`src/rtl/pcm_fifo.sv`:
```
// pcm_fifo: CPU-fed 16x24 PCM sample FIFO popped once per I2S frame, with status and low-water irq
module pcm_fifo #(
  parameter int CLK = 3579545,
  parameter int FS  = 96000
) (
  input  logic        clk,
  input  logic        reset,
  input  logic        cs,
  input  logic        we,
  input  logic [1:0]  addr,
  input  logic [7:0]  din,
  output logic [7:0]  dout,
  output logic [23:0] sound_out,
  output logic        irq
);
  localparam int I2S_DIV = (CLK + 128 * FS - 1) / (128 * FS);
  localparam int SAMPLE_DIV = 128 * I2S_DIV;
  localparam int DW = $clog2(SAMPLE_DIV);
  localparam logic [DW-1:0] RELOAD = DW'(SAMPLE_DIV - 1);
  logic [23:0] mem [16];
  logic [3:0] wp, rp;
  logic [4:0] count, count_next;
  logic [7:0] low_b, mid_b;
  logic enable, irq_en, underflow, overflow;
  logic [DW-1:0] div;
  logic wr, push, ctl, flush, clr, tick, pop, accept, under_set, over_set, en_next, ie_next;
  logic full, empty, low;
  // Decode register writes, the frame tick and the FIFO push/pop decisions
  always_comb begin
    wr = cs & we;
    push = wr & (addr == 2'd2);
    ctl = wr & (addr == 2'd3);
    flush = ctl & din[2];
    clr = ctl & din[1];
    en_next = ctl ? din[0] : enable;
    ie_next = ctl ? din[3] : irq_en;
    tick = enable & (div == '0);
    pop = tick & en_next & ~flush & (count != 5'd0);
    under_set = tick & en_next & ~flush & (count == 5'd0);
    accept = push & ((count != 5'd16) | pop);
    over_set = push & (count == 5'd16) & ~pop;
    count_next = flush ? 5'd0 : count + 5'(accept) - 5'(pop);
    full = count == 5'd16;
    empty = count == 5'd0;
    low = count <= 5'd8;
    dout = addr == 2'd0 ? {3'b0, count} :
           addr == 2'd1 ? {enable, 2'b0, overflow, underflow, low, full, empty} :
           addr == 2'd2 ? sound_out[23:16] : {4'b0, irq_en, 3'b0};
  end
  // Sample storage; the old head is read before a same-cycle write can land
  always_ff @(posedge clk)
    if (accept) mem[wp] <= {din, mid_b, low_b};
  // Control state, pointers, frame divider, output sample and interrupt
  always_ff @(posedge clk)
    if (reset) begin
      wp <= '0;
      rp <= '0;
      count <= '0;
      low_b <= '0;
      mid_b <= '0;
      enable <= 1'b0;
      irq_en <= 1'b0;
      underflow <= 1'b0;
      overflow <= 1'b0;
      div <= RELOAD;
      sound_out <= '0;
      irq <= 1'b0;
    end else begin
      wp <= flush ? 4'd0 : wp + 4'(accept);
      rp <= flush ? 4'd0 : rp + 4'(pop);
      count <= count_next;
      if (wr && addr == 2'd0) low_b <= din;
      if (wr && addr == 2'd1) mid_b <= din;
      enable <= en_next;
      irq_en <= ie_next;
      underflow <= under_set | (underflow & ~clr);
      overflow <= over_set | (overflow & ~clr);
      div <= (!enable || div == '0) ? RELOAD : div - DW'(1);
      sound_out <= !en_next ? 24'd0 : pop ? mem[rp] : sound_out;
      irq <= ie_next & en_next & (count_next <= 5'd8);
    end
endmodule

```
`config.mk`:
```
export PLATFORM = sky130hd
export DESIGN_NAME = pcm_fifo
export DESIGN_NICKNAME = d
export VERILOG_FILES = /design/src/rtl/pcm_fifo.sv
export SDC_FILE = /design/constraint.sdc
export NUM_CORES = 1
export LEC_CHECK = 0
export CAP_MARGIN = 15
export CELL_PAD_IN_SITES_DETAIL_PLACEMENT = 0
export CELL_PAD_IN_SITES_GLOBAL_PLACEMENT = 2
export CORE_ASPECT_RATIO = 2
export CORE_MARGIN = 5
export CORE_UTILIZATION = 52
export DETAILED_ROUTE_END_ITERATION = 7
export GPL_ROUTABILITY_DRIVEN = 0
export PLACE_DENSITY = 0.83
export SYNTH_ARGS = -nofsm -noshare
export SYNTH_HDL_FRONTEND = slang
export SYNTH_SLANG_ARGS = --single-unit
```
`constraint.sdc`:
```
create_clock -name clk -period 12.36 [get_ports clk]
set_input_delay 1.854 -clock clk [delete_from_list [all_inputs] [get_ports clk]]
set_output_delay 1.854 -clock clk [all_outputs]
set_load 0.03 [all_outputs]
```
==> impl_metrics.toml, run 1 <==
[routing]
vias_per_cell = 5.998
wl_mm = 38.12
drt-initial-drc-count = 721
drtPass1Iterations = 5
drc = 0
ant_nets = 0
wl_per_cell_um = 26.92
vias = 8493

[yosys]
ys_types = 45
synthFlopType = "edfxtp_1"
synth_edf_count = 384
syn_inst = 887
synth_nets = 916
synth_top_area_share = 0.6700
syn_area_per_cell_um2 = 19.40
seq_area_frac_synth = 0.7456
yosysTopAreaCell = "edfxtp_1"
ys_async_sr_fraction = 0
netlist_area_um2 = 17210
synth_seq_cells = 449
yosys_warnings = 0
synth.area.top_cells = "edfxtp_1, mux4_2, dfxtp_1, a22oi_1, nand2_1"

[global_route]
grtUsageMet3 = 0.02537
grt_pass1_wl_mm = 57.08
grt.total_usage = 0.2102
met1_usage = 0.2315
overflow = 0
use_met2 = 0.4151
antenna_found_initial = 0
first_global_vias = 9147
busiest_layer = "met2"
grt_max_degree = 79

[run_status]
outcome = "finished, final reports clean"

[final_layout]
final_nets = 984
final_cell_mix = "edfxtp_1, mux4_2, nand2_1, dfxtp_1, a22oi_1"
syn2layout_area_growth_pct = 13.27
diodes = 0
drive_gt1_frac = 0.2073
layout.cells.non_filler = 1416
regArea_um2 = 12840
final_common_cell = "edfxtp_1"
nFillCells = 2342
multi_input_area_um2 = 4164

[setup_path]
reg2reg_slack_ns = 8.34
critical_path_class = "input pin to primary output"
critPathArrivalTime_ns = 4.35
reg2reg_depth = 16
r2r_start = "div[0]"
cp-start-kind = "input pin"
end_kind = "primary output"
timing.rr.end = "irq"
worstPathRequired_ns = 10.51
critPathMaxFanout = 11

[min_path]
hold_depth = 1
hold_class = "register to register"
hold_end = "div[0]"
min_from = "div[0]"

[die]
dieArea_um2 = 37060
core.rowCount = 94
coreArea_um2 = 32810
dieWidth_um = 138.6
start_util = 0.5245
io_pins = 47
dieHeight_um = 267.3

[placement]
dp_cells = 1346
io_buffers = 46
pre_cts_ws_ns = 5.818
dpl.hpwl_mm = 22.02

[timing]
max_clock_freq_mhz = 161.1
finalCritPeriodShare = 0.5022
skew_ns = 0.02490
worst_slew_pin_slew_ns = 1.114
rsz0062_at_grt = "no"
setup_tns_ns = 0
slew_headroom = 0.2531
fin_ws_ns = 6.153
hold_viol = 0
finalMaxSlewViolations = 0
post-route-min-period_ns = 6.207
setup_viol = 0

[power_and_ir_drop]
p_sw_w = 0.0005458
p_sw_frac = 0.1909
clockPowerShare = 0.411
internal_power_w = 0.002314
power.leakage_nw = 6.294
combPwrFrac = 0.015
seqPwrFrac = 0.575
power.density_nw_per_um2 = 146.7
power_w = 0.002859
vdd.ir_drop.worst_mv = 0.1197

[clock_network]
cts.sinks = 449
cts_buffers = 38
clockBufferDepth = 3
post_cts_buffers = 0
cts-root-buf = "clkbuf_16"
cts_resized = 0
cts_max_level = 2
clk_pin_slew_ns = 0.06
holdBufCountCts = 0
cts_tree = "done"
clock_latency_ns = 0.54

[flow_run]
maxCapViolCount = 0
cell type report:
class	count	share of cell area
sequential	449	0.6586
multi-input combinational	379	0.2136
clock buffer	54	0.05449
timing repair buffer	75	0.03581
tap	432	0.02773
clock inverter	15	0.007445
inverter	12	0.002311
power groups by stage:
stage | Sequential (W) | Combinational (W) | Clock, W
finish | 0.00164 | 0.0000421 | 0.00117
global route | 0.00164 | 0.0000452 | 0.00127
CTS | 0.00164 | 0.0000426 | 0.00120
detailed placement | 0.00168 | 0.0000425 | 0
global placement | 0.00168 | 0.0000421 | 0
floorplan | 0.00167 | 0.0000203 | 0
synth_stat cells, types with 3 or more instances:
cell,instances
nor4_1,7
a21oi_1,15
inv_1,12
nand3_1,4
buf_6,6
buf_4,3
nand2b_1,7
clkbuf_1,25
nor2b_1,5
ha_1,14
nor3_1,13
a22o_1,25
edfxtp_1,384
mux4_2,97
xnor2_1,5
mux2i_1,12
nor2_1,22
and2_1,10
nand2_1,65
a22oi_1,48
dfxtp_1,65
buf_2,11
xor2_1,6
flip-flops by register name (all words and copies together), names as in the netlist:
signal	cells
count	5
div	7
enable	1
irq	1
irq_en	1
low_b	8
mem	384
mid_b	8
overflow	1
rp	4
sound_out	24
underflow	1
wp	4
metal layers:
layer,vias up,part of all wire
met1,4437,0.34
li1,3725,-
met3,66,0.044
met2,265,0.58
met4,0,0.031
met5,-,0
critical path, cell delays in order:
cell and delay [ns]:
clkdlybuf4s50_1 0.77, nor2b_1 0.80, a22o_1 0.26, clkdlybuf4s50_1 0.67
cells by family after synthesis:
logic type / synth area share
AOI/OAI and AO/OA: 0.04434
adders and majority gates: 0.01134
DFF: 0.7456
xor gates and xnor gates: 0.005597
buffers and inverters: 0.01825
muxes: 0.1347
and+or+nand+nor: 0.04020
through the flow:
stage / instance area, µm² / hold WS, ns / util
2_1_floorplan: 17210 / 0.3671 / -
3_3_place_gp: 18260 / 0.3773 / 0.5565
3_5_place_dp: 18260 / 0.3866 / 0.5565
4_1_cts: 19470 / 0.4022 / 0.5933
5_1_grt: 19490 / 0.4169 / 0.5941
6_report: 19490 / 0.4002 / 0.5941
worst max-delay path by stage:
stage	from	endpoint	slack [ns]	depth (start not counted)
5_1_grt	addr[1]	dout[7]	6.04	4
3_3_place_gp	addr[1]	irq	5.86	14
3_5_place_dp	addr[1]	irq	5.82	14
4_1_cts	addr[1]	dout[7]	6.10	4
2_1_floorplan	addr[1]	mem[6][0]	6.82	6
6_report	addr[1]	dout[7]	6.15	4
(Power assumes the default switching activity.)
==> run 2, diff against run 1 <==
CORE_UTILIZATION = 48   (was 52)
PLACE_DENSITY = 0.77   (was 0.83)
clock period = 6.3 ns   (was 12.36 ns; I/O delays follow)
==> run 2 against run 1 <==
Against the previous run: wire length is 1.6% higher; worst hold slack got worse by 0.0063 ns; clock skew down 0.011 ns; first-iteration DRC count fell by 19%; combinational power is 100% higher; total power up 110%; final cell count is 1.8% higher; critical path depth grew 11; sequential cell count did not move; non-clock buffer count is 7 higher; clock power is 120% higher; via count is 0.48% higher; critical path type is now input pin to register; largest cell class unchanged.
==> impl_metrics.toml, run 2 (same netlist as run 1, synthesis figures left out) <==
[clock_network]
cts.sinks = 449
cts_tree = "done"
clock_latency_ns = 0.53
holdBufCountCts = 0
post_cts_buffers = 0
cts_buffers = 38
clockBufferDepth = 3
clk_pin_slew_ns = 0.07
cts-root-buf = "clkbuf_16"
cts_max_level = 2
cts_resized = 0

[placement]
dpl.hpwl_mm = 23.37
pre_cts_ws_ns = 1.650
io_buffers = 46

[global_route]
overflow = 0
busiest_layer = "met2"
first_global_vias = 9092
grtUsageMet3 = 0.02467
grt.total_usage = 0.1991
grt_max_degree = 57
antenna_found_initial = 0
use_met2 = 0.3560
met1_usage = 0.2447
grt_pass1_wl_mm = 57.82

[timing]
finalCritPeriodShare = 0.6496
skew_ns = 0.01382
hold_viol = 0
setup_tns_ns = 0
finalMaxSlewViolations = 0
max_clock_freq_mhz = 244.3
slew_headroom = 0.2232
worst_slew_pin_slew_ns = 1.159
rsz0062_at_grt = "no"
post-route-min-period_ns = 4.093
setup_viol = 0
fin_ws_ns = 2.207

[routing]
drc = 0
drtPass1Iterations = 5
wl_per_cell_um = 26.87
vias_per_cell = 5.918
vias = 8534
ant_nets = 0
drt-initial-drc-count = 585
wl_mm = 38.75

[power_and_ir_drop]
p_sw_frac = 0.1904
seqPwrFrac = 0.549
vdd.ir_drop.worst_mv = 0.2086
combPwrFrac = 0.014
power.density_nw_per_um2 = 297.2
power.leakage_nw = 6.418
internal_power_w = 0.004756
p_sw_w = 0.001118
clockPowerShare = 0.437

[final_layout]
final_cell_mix = "edfxtp_1, mux4_2, nand2_1, dfxtp_1, a22oi_1"
nFillCells = 2743
final_common_cell = "edfxtp_1"
largest-register = "mem"
final_nets = 991
largest_reg_flops = 384
reg.largest.list = "mem: 384 flops, sound_out: 24 flops"
syn2layout_area_growth_pct = 14.84
diodes = 0
drive_gt1_frac = 0.2258

[die]
dieWidth_um = 143.9
core.rowCount = 98
start_util = 0.4840
dieHeight_um = 277.8
dieArea_um2 = 39970
coreArea_um2 = 35560
io_pins = 47

[flow_run]
maxCapViolCount = 0

[setup_path]
critical_path_class = "input pin to register"
critPathMaxFanout = 11
critPathArrivalTime_ns = 4.54
end_kind = "register"
worstPathRequired_ns = 6.75
cp-start-kind = "input pin"

[run_status]
outcome = "finished, final reports clean"

[min_path]
hold_class = "register to register"
## run 2: cell count changes in the layout (fill, tap and decap cells not counted), moves of 3 or more
cell and change:
clkinv_1 -7, clkbuf_16 +4, clkinvlp_4 +4, clkbuf_1 -5, buf_4 +6, bufinv_16 +3
## run 2: path summary, 6_finish.rpt
kind | startpoint | endpoint | slack [ns] | cells after the start
hold / removal | div[0] | div[0] | 0.39 | 1
hold reg to reg | div[0] | div[0] | 0.39 | 1
setup / recovery | addr[1] | irq | 2.21 | 15
setup reg to reg | count[3] | irq | 2.85 | 16
## run 2: layer usage
metal,share of wire,wire length [µm]
met5,0,0
met4,0.036,1409
met3,0.038,1465
met2,0.55,21360
met1,0.37,14510
## run 2: worst max-delay path: stages
cell	delay [ns]
clkdlybuf4s50_1	0.77
nand4_2	0.28
o2111ai_2	0.38
nand2_1	0.14
nand2b_1	0.16
ha_1	0.25
inv_1	0.06
ha_1	0.15
inv_1	0.06
fa_1	0.41
nand2b_1	0.15
a21oi_1	0.21
nor3_1	0.09
o31a_1	0.28
a311oi_1	0.22
## run 2: layout make-up
type | instances | area, µm² | share of cell area
Timing Repair Buffer | 82 | 763.2 | 0.03861
Tap cell | 450 | 563.0 | 0.02848
Clock buffer | 52 | 1130 | 0.05716
Inverter | 12 | 45.04 | 0.002279
Clock inverter | 18 | 261.5 | 0.01323
Sequential cell | 449 | 12840 | 0.6496
Multi-Input combinational cell | 379 | 4164 | 0.2107
## run 2: power by group through the flow
stage                     Sequential (W)  Clock [W]  Combinational (W)
after global routing             0.00322    0.00274          0.0000910
after detailed placement         0.00329          0          0.0000852
after global placement           0.00329          0          0.0000847
after floorplan                  0.00328          0          0.0000398
final                            0.00322    0.00257          0.0000840
after CTS                        0.00322    0.00262          0.0000854
## run 2: metrics by stage
stage	cells	hold WS, ns	util	cell area (µm²)	total power [W]
2_1_floorplan	887	0.3671	-	17210	0.003323
3_3_place_gp	1371	0.3789	0.5160	18350	0.003373
3_5_place_dp	1371	0.3838	0.5160	18350	0.003375
4_1_cts	1441	0.3993	0.5551	19740	0.005931
5_1_grt	1442	0.4228	0.5559	19770	0.006051
6_report	1442	0.3939	0.5559	19770	0.005874
==> run 3, diff against run 2 <==
clock period = 3.8 ns   (was 6.3 ns; I/O delays follow)
==> run 3 against run 2 <==
Against the previous run: register-to-register slack got worse by 2.4 ns; combinational power increased by 80%; sequential power increased by 66%; clock power increased by 52%; largest cell class unchanged.
==> impl_metrics.toml, run 3 (same netlist as run 1, synthesis figures left out) <==
[run_status]
outcome = "finished, final reports clean"

[clock_network]
cts-root-buf = "clkbuf_16"
cts_max_level = 2
cts_resized = 0
cts_tree = "done"
holdBufCountCts = 0
clock_latency_ns = 0.53
cts_buffers = 38
cts.sinks = 449
clk_pin_slew_ns = 0.07
post_cts_buffers = 0
clockBufferDepth = 3

[timing]
skew_ns = 0.01411
rsz0062_at_grt = "no"
finalMaxSlewViolations = 0
hold_viol = 0
setup_tns_ns = 0
fin_ws_ns = 0.4748
max_clock_freq_mhz = 300.7
post-route-min-period_ns = 3.325
slew_headroom = 0.3075
timing.hold.ws_ns = 0.3985
worst_slew_pin_slew_ns = 1.034
setup_viol = 0
finalCritPeriodShare = 0.8751

[die]
dieWidth_um = 143.9
io_pins = 47
start_util = 0.4840
coreArea_um2 = 35560
dieHeight_um = 277.8
dieArea_um2 = 39970
core.rowCount = 98

[setup_path]
critPathArrivalTime_ns = 3.77
cpPeakStageDelay_ns = 0.40
end_kind = "register"
worstPathRequired_ns = 4.25
critPathMaxFanout = 3
crit_family = "compound AO/OA/AOI/OAI gates"
timing.rr.end = "irq"
r2r_start = "div[0]"
reg2reg_slack_ns = 0.47
cp-startpoint = "div[0]"
worstPathCellList = "inv_1, ha_1, nor4b_4, o2111ai_2, buf_4, a21oi_4, ha_1, inv_1, ha_1, inv_1, fa_1, nand2b_1, a21oi_1, nor3_1, o31a_1, a311oi_1"
cp-start-kind = "register"
reg2reg_depth = 16
critical_path_class = "register to register"
slowest_stage = "fa_1"
critPathBufInv = 4

[final_layout]
nFillCells = 2767
final_cell_mix = "edfxtp_1, mux4_2, nand2_1, dfxtp_1, buf_4"
largest-register = "mem"
reg.largest.list = "mem: 384 flops, sound_out: 24 flops"
design_area_um2 = 19870
drive_gt1_frac = 0.2359
utilization = 0.5588
final_nets = 1013
final_common_cell = "edfxtp_1"
syn2layout_area_growth_pct = 15.46
diodes = 0
largest_reg_flops = 384

[routing]
wl_per_cell_um = 27.20
vias = 8679
vias_per_cell = 5.932
drtPass1Iterations = 5
drt-initial-drc-count = 755
wl_mm = 39.79
drc = 0
ant_nets = 0

[placement]
io_buffers = 46
placed_area_um2 = 18620
dpl.hpwl_mm = 24.00
pre_cts_ws_ns = -0.0004330

[global_route]
first_global_vias = 9191
grt_max_degree = 39
grt_pass1_wl_mm = 59.51
overflow = 0
antenna_found_initial = 1
grt.total_usage = 0.2052

[flow_run]
maxCapViolCount = 0

[power_and_ir_drop]
p_sw_frac = 0.1910
power.density_nw_per_um2 = 473.1
clockPowerShare = 0.416
p_sw_w = 0.001796
vdd.ir_drop.worst_mv = 0.3077
seqPwrFrac = 0.568
power.leakage_nw = 6.488
internal_power_w = 0.007606
combPwrFrac = 0.016

[min_path]
min_from = "div[0]"
hold_depth = 1
hold_class = "register to register"
hold_end = "div[0]"
-- run 3: worst max-delay path by stage --
stage / endpoint / slack [ns] / depth (start not counted)
floorplan: mem[6][0] / -0.46 / 6
global placement: irq / 0.04 / 16
detailed placement: irq / -0.0004 / 16
CTS: irq / 0.45 / 16
global route: irq / 0.25 / 16
finish: irq / 0.47 / 16
-- run 3: final cells by class --
class                           instances  area, µm²  share of cell area
Tap cell                              450      563.0             0.02833
Timing Repair Buffer                  104      996.0             0.05012
Clock buffer                           58       1150             0.05786
Clock inverter                         11      103.9            0.005226
Inverter                               12      45.04            0.002267
Multi-Input combinational cell        379       4174              0.2100
Sequential cell                       449      12840              0.6461
-- run 3: worst register-to-register path, stage by stage, from the launching register on --
cell	delay, ns
dfxtp_1	0.32
inv_1	0.08
ha_1	0.15
nor4b_4	0.31
o2111ai_2	0.20
buf_4	0.18
a21oi_4	0.11
ha_1	0.24
inv_1	0.06
ha_1	0.15
inv_1	0.06
fa_1	0.40
nand2b_1	0.15
a21oi_1	0.22
nor3_1	0.10
o31a_1	0.29
a311oi_1	0.22
-- run 3: through the flow --
stage | std cells | total power (W)
floorplan | 887 | 0.005510
global placement | 1394 | 0.005602
detailed placement | 1394 | 0.005605
CTS | 1463 | 0.009498
global route | 1463 | 0.009703
finish | 1463 | 0.009402
-- run 3: power groups by stage --
stage | clock (W) | combinational [W] | sequential [W]
2_1_floorplan | 0 | 0.0000659 | 0.00544
3_5_place_dp | 0 | 0.000154 | 0.00545
4_1_cts | 0.00400 | 0.000154 | 0.00534
3_3_place_gp | 0 | 0.000152 | 0.00545
6_report | 0.00391 | 0.000151 | 0.00534
5_1_grt | 0.00420 | 0.000162 | 0.00534
-- run 3: routing by layer --
metal	track usage	vias up	wire [µm]
met4	0.07129	2	1352
met1	0.2450	4585	14290
li1	-	3784	-
met3	0.02432	70	1720
met2	0.3766	238	22420
met5	0	-	7
